File: src/rtl/ber_snapshot.sv
// ber_snapshot: coherent snapshot of four 64-bit BER counters with delta computation and a 32-bit read port
module ber_snapshot #(
  parameter int NB_BER     = 64,
  parameter int NB_OUT     = 32,
  parameter int NB_PERIOD  = 32,
  parameter int NB_SNAPCNT = 16
) (
  input  logic                  clock,
  input  logic                  reset,
  input  logic [NB_BER-1:0]     i_samp_I,
  input  logic [NB_BER-1:0]     i_err_I,
  input  logic [NB_BER-1:0]     i_samp_Q,
  input  logic [NB_BER-1:0]     i_err_Q,
  input  logic                  i_snap_req,
  input  logic                  i_auto_en,
  input  logic [NB_PERIOD-1:0]  i_auto_period,
  input  logic                  i_rd_req,
  input  logic [2:0]            i_rd_sel,
  input  logic                  i_rd_high,
  output logic [NB_OUT-1:0]     o_rd_data,
  output logic                  o_rd_valid,
  output logic                  o_busy,
  output logic                  o_snap_done,
  output logic [NB_SNAPCNT-1:0] o_snap_count,
  output logic                  o_overrun
);
  typedef enum logic [1:0] {S_IDLE, S_DELTA, S_DONE} state_t;
  state_t                  r_state, w_next;
  logic [1:0]              r_k;
  logic [NB_BER-1:0]       r_abs [4];
  logic [NB_BER-1:0]       r_prev [4];
  logic [NB_BER-1:0]       r_dlt [4];
  logic [NB_PERIOD-1:0]    r_timer;
  logic                    r_pend, r_pend_high, r_rd_valid, r_overrun;
  logic [2:0]              r_pend_sel;
  logic [NB_OUT-1:0]       r_rd_data;
  logic [NB_SNAPCNT-1:0]   r_snap_count;
  logic                    w_auto_on, w_tick, w_trig, w_idle, w_rd_go, w_high;
  logic [2:0]              w_sel;
  logic [NB_BER-1:0]       w_reg, w_diff;

  assign w_auto_on = i_auto_en && (i_auto_period != '0);
  assign w_tick    = w_auto_on && (r_timer == i_auto_period - NB_PERIOD'(1));
  assign w_trig    = i_snap_req || w_tick;
  assign w_idle    = (r_state == S_IDLE);
  assign w_rd_go   = w_idle && (i_rd_req || r_pend);
  assign w_sel     = i_rd_req ? i_rd_sel : r_pend_sel;
  assign w_high    = i_rd_req ? i_rd_high : r_pend_high;
  assign w_reg     = w_sel[2] ? r_dlt[w_sel[1:0]] : r_abs[w_sel[1:0]];
  assign w_diff    = r_abs[r_k] - r_prev[r_k];

  assign o_rd_data    = r_rd_data;
  assign o_rd_valid   = r_rd_valid;
  assign o_snap_count = r_snap_count;
  assign o_overrun    = r_overrun;

  // free-running period timer, held at zero while auto snapshots are off
  always_ff @(posedge clock) begin
    if (reset || !w_auto_on || w_tick) r_timer <= '0;
    else                               r_timer <= r_timer + NB_PERIOD'(1);
  end

  // state register
  always_ff @(posedge clock) begin
    if (reset) r_state <= S_IDLE;
    else       r_state <= w_next;
  end

  // next state: capture, four delta steps, one done cycle
  always_comb begin
    w_next = (r_state == S_IDLE)  ? (w_trig ? S_DELTA : S_IDLE) :
             (r_state == S_DELTA) ? ((r_k == 2'd3) ? S_DONE : S_DELTA) : S_IDLE;
  end

  // state-decoded outputs
  always_comb begin
    o_busy      = (r_state != S_IDLE);
    o_snap_done = (r_state == S_DONE);
  end

  // shadow registers, shared subtractor, snapshot counter, overrun and read path
  always_ff @(posedge clock) begin
    if (reset) begin
      for (int i = 0; i < 4; i++) begin
        r_abs[i]  <= '0;
        r_prev[i] <= '0;
        r_dlt[i]  <= '0;
      end
      r_k          <= '0;
      r_snap_count <= '0;
      r_overrun    <= 1'b0;
      r_pend       <= 1'b0;
      r_pend_sel   <= '0;
      r_pend_high  <= 1'b0;
      r_rd_data    <= '0;
      r_rd_valid   <= 1'b0;
    end else begin
      r_rd_valid <= w_rd_go;
      if (w_rd_go) r_rd_data <= w_high ? w_reg[NB_BER-1:NB_OUT] : w_reg[NB_OUT-1:0];
      if (w_idle && w_trig) begin
        r_abs[0] <= i_samp_I;
        r_abs[1] <= i_err_I;
        r_abs[2] <= i_samp_Q;
        r_abs[3] <= i_err_Q;
        r_k      <= '0;
      end
      if (r_state == S_DELTA) begin
        r_dlt[r_k]  <= w_diff;
        r_prev[r_k] <= r_abs[r_k];
        r_k         <= r_k + 2'd1;
      end
      if (r_state == S_DONE) r_snap_count <= r_snap_count + NB_SNAPCNT'(1);
      if (w_trig && !w_idle) r_overrun <= 1'b1;
      if (i_rd_req && !w_idle) begin
        r_pend      <= 1'b1;
        r_pend_sel  <= i_rd_sel;
        r_pend_high <= i_rd_high;
      end else if (w_rd_go) r_pend <= 1'b0;
    end
  end
endmodule
File: config.mk
export PLATFORM = sky130hd
export DESIGN_NAME = ber_snapshot
export DESIGN_NICKNAME = d
export VERILOG_FILES = /design/src/rtl/ber_snapshot.sv
export SDC_FILE = /design/constraint.sdc
export NUM_CORES = 2
export LEC_CHECK = 0
export BUFFER_PORTS_ARGS = -buffer_cell sky130_fd_sc_hd__buf_2
export CAP_MARGIN = 20
export CORE_UTILIZATION = 55
export CTS_CLUSTER_DIAMETER = 150
export DETAILED_ROUTE_END_ITERATION = 12
export PLACE_DENSITY = 0.76
export SETUP_SLACK_MARGIN = 0.15
export SLEW_MARGIN = 20
export SYNTH_ARGS = -nofsm -noshare
export SYNTH_HDL_FRONTEND = slang
export SYNTH_SLANG_ARGS = --single-unit
File: constraint.sdc
create_clock -name clock -period 12.4 [get_ports clock]
set_input_delay 1.24 -clock clock [delete_from_list [all_inputs] [get_ports clock]]
set_output_delay 1.24 -clock clock [all_outputs]
set_load 0.05 [all_outputs]
==> impl_results.md <==
* Drt via density at 6.18
* Hold Path Class: flip-flop to flip-flop
* Peak VDD IR at 96.3 uV
* CP Data Arrival Time at 7.14 ns
* 1st-pass router iterations at 6
* Die width at 285 microns
* Chip Height at 285 microns
* Fin crit share at 0.553
* DR iter-0 viols at 3264
* Worst skew pair latency at 0.65 ns
* CP Max Fanout at 72
* Site Rows at 103
* Area share of the largest cell type after synthesis at 0.524
* Post-Synth Simple-Gate Area at 0.170
* Layout net count at 4105
* Switch Pwr at 2.32 mW
* Mapped Cells at 3487
* CP max stage delay at 0.87 ns
* Post-CTS Resized at 0
* Vias in the first global route at 29200
* Hold Path Depth at 2
* Final worst setup slack at 5.54 ns
* TritonCTS buffer count at 85
* Adder-Cell Fraction of Synth Area at 0.0195
* Max Freq at 0.146 GHz
* Fraction of registers with async set/reset at 0
* Setup bufs post-CTS at 0
* Area Growth Syn to Fin at 11.8%
* CP Class: primary input to flip-flop
* Clock tree buffer depth at 3
* Dpl cell area at 46500 sq um
* Clock share of power at 0.328
* Power share of the combinational group at 0.222
* Critical path required time at 12.68 ns
* Slowest cell on the critical path: o41ai_1
* Placeable Area at 79000 sq um
* WP buf/inv at 4
* Dominant cell type by area after synthesis: edfxtp_1
* Root buf cell: clkbuf_16
* Non-filler cells in the finished layout at 4859
* Largest family of logic cells by synthesized area: simple AND/OR/NAND/NOR gates
* Seq cells post-synth at 861
* Critical path launch point type: primary input
* Slew headroom at 0.268
* Ports at 349
* First-pass GRT wire length at 180 mm
* Syn Area/Cell at 12.6 sq um
* Flop2flop setup slack at 6.25 ns
* CTS sink cnt at 861
* WL per Instance at 24.9 microns
* Critical path depth in cells at 13
* Setup_tns at 0 ns
* Crit. End Element: flip-flop
* Die area at 81100 sq um
* Net Sw Frac at 0.300
* Family with the most delay on the worst path: simple AND/OR/NAND/NOR gates
* RSZ-0062 raised after global routing: false
* Synth Warn # at 0
* Initial antenna violation count at 10
* Status: completed
* Static Leak at 18.8 nW
* Largest net degree at the start of global routing at 133
* Net Count, Synth at 3852
* # DRC at 0
* EDFF count, synth at 768
* Fin. max-slew vios at 0
* Hold-fix buffers, CTS at 0
* TritonCTS clock tree: built
* Clock-pin slew of the registers on the worst-case setup and hold paths at 0.06 ns
* Slew @ Worst Pin at 1.07 ns
* Final setup viols at 0
* Setup WS pre-CTS at 4.94 ns
* Synth Area in Compound Gates at 0.0509
* Post-DP HPWL at 83.2 mm
* Fin crit period at 6.86 ns
* Hold_ws at 0.459 ns
* Commonest register cell after synthesis: edfxtp_1
* Via count at 30000
* Synthesized area at 44000 sq um
* I/O Buffers at 348
* Total track usage at 0.297
* Placed cell count at 4703
* Power density cells at 157 nW/um^2
* Finished layout cell area at 49200 sq um
* Layout cell share with drive strength beyond 1 at 0.212
* Sequential fraction of the synthesis area at 0.567
* Max-Cap Viols at 0
* Routed wire length at 121 mm
* H-tree depth at 3
* Post-synthesis xor/xnor area fraction at 0.0249
* Synth top cells by count: 768 x edfxtp_1, 516 x and2_1, 307 x nand2_1
* Cell variety after synth at 74
* Starting Density at 0.557
* Final Hold Fails at 0
* Final Skew at 0.0301 ns
* Sequential Power Share at 0.450
* Remaining Overflow, GRT at 0
* Cell count of the worst reg-to-reg path at 13
* Overall Power at 7.74 mW
* Final core occ at 0.623
* Total internal power at 5.42 mW
* Placer Congestion at 0.948
* DRT antenna net count at 0
* Proportion of synthesized area in mux cells at 0.135
* Cell with the most instances after synthesis: edfxtp_1
* Crit path cell chain: buf_2 > inv_1 > ha_1 > or4b_1 > nor4_1 > xnor2_1 > o2111ai_1 > nor4_1 > or4b_1 > o41ai_1 > a21o_4 > buf_4 > buf_4
* Synth area leaders: edfxtp_1 52%, mux4_2 13%, and2_1 7.3%, dfxtp_1 4.2%, nand2_1 2.6%
## flip-flops by register name (all words and copies together) (netlist names), 2 cells and up, named ones only
name and flops:
o_rd_data 32, r_prev 256, r_abs 256, o_snap_count 16, r_timer 32, r_state 2, r_k 2, r_pend_sel 3
r_dlt 256
## logic make-up after synthesis
family | Yosys count
muxes | 274
AOI/OAI and AO/OA | 352
xor gates and xnor gates | 125
adders and majority gates | 68
buffers and inverters | 342
and+or+nand+nor | 1465
DFF | 861
## per-layer routing
layer	GRT usage	up-vias	share of wire
met5	0	-	0.00062
met4	0.131	12	0.045
met3	0.0684	257	0.10
met2	0.472	1617	0.48
met1	0.393	14800	0.38
li1	-	13300	-
## layout by cell type (no fill, tap or decap), drive strengths merged, types with 6 or more instances in the layout
cell | synthesis | routed
mux2i | 12 | 12
dfxtp | 93 | 93
o21a | 10 | 10
and3 | 18 | 18
clkinv | 0 | 25
xnor2 | 66 | 66
a31oi | 12 | 12
and2 | 516 | 516
edfxtp | 768 | 768
o21bai | 16 | 16
a21o | 32 | 32
and4 | 10 | 10
a211o | 10 | 10
a211oi | 9 | 9
clkbuf | 144 | 113
or4 | 8 | 8
o31ai | 9 | 9
nor2 | 304 | 304
nand2b | 12 | 12
nand4 | 34 | 34
a221oi | 6 | 6
nor3 | 50 | 50
or3 | 26 | 26
mux2 | 7 | 7
mux4 | 255 | 255
nand2 | 307 | 307
nand3 | 139 | 139
o211ai | 11 | 11
o21ai | 61 | 61
ha | 67 | 67
buf | 74 | 384
xor2 | 59 | 59
inv | 124 | 132
nor2b | 6 | 6
nor4 | 16 | 16
a21oi | 129 | 129
## worst paths after layout
check,start,to
max,i_auto_period[0],r_abs[3][56]$_SDFFCE_PN0P_
min,o_rd_data[1]$_SDFFE_PP0P_,o_rd_data[1]$_SDFFE_PP0P_
max reg2reg,flip-flop,r_dlt[3][56]$_DFFE_PP_
min reg2reg,o_rd_data[1]$_SDFFE_PP0P_,o_rd_data[1]$_SDFFE_PP0P_
## final cells by class
type,count,area [sq um]
timing repair buffer,384,2040
inverter,124,465
sequential,861,24900
clock inverter,41,354
fill,5996,29800
antenna,2,5.00
multi-input combinational,2284,17700
tap,1050,1310
clock buffer,113,2330
## power by group through the flow
stage / Clock [mW] / Sequential (mW) / Combinational [mW]
floorplan: 0 / 3.55 / 1.13
global placement: 0 / 3.52 / 1.68
detailed placement: 0 / 3.54 / 1.69
CTS: 2.55 / 3.48 / 1.70
global route: 2.65 / 3.49 / 1.84
finish: 2.54 / 3.48 / 1.72
## worst reg2reg max path, delay by kind of cell (launching register included)
family / cells / cell delay (ns)
AOI/OAI and AO/OA: 5 / 1.96
buffers and inverters: 2 / 1.27
and+or+nand+nor: 4 / 0.84
muxes: 1 / 0.70
DFF: 1 / 0.61
adders and majority gates: 1 / 0.52
No activity file was read; power rests on OpenSTA's default activity.
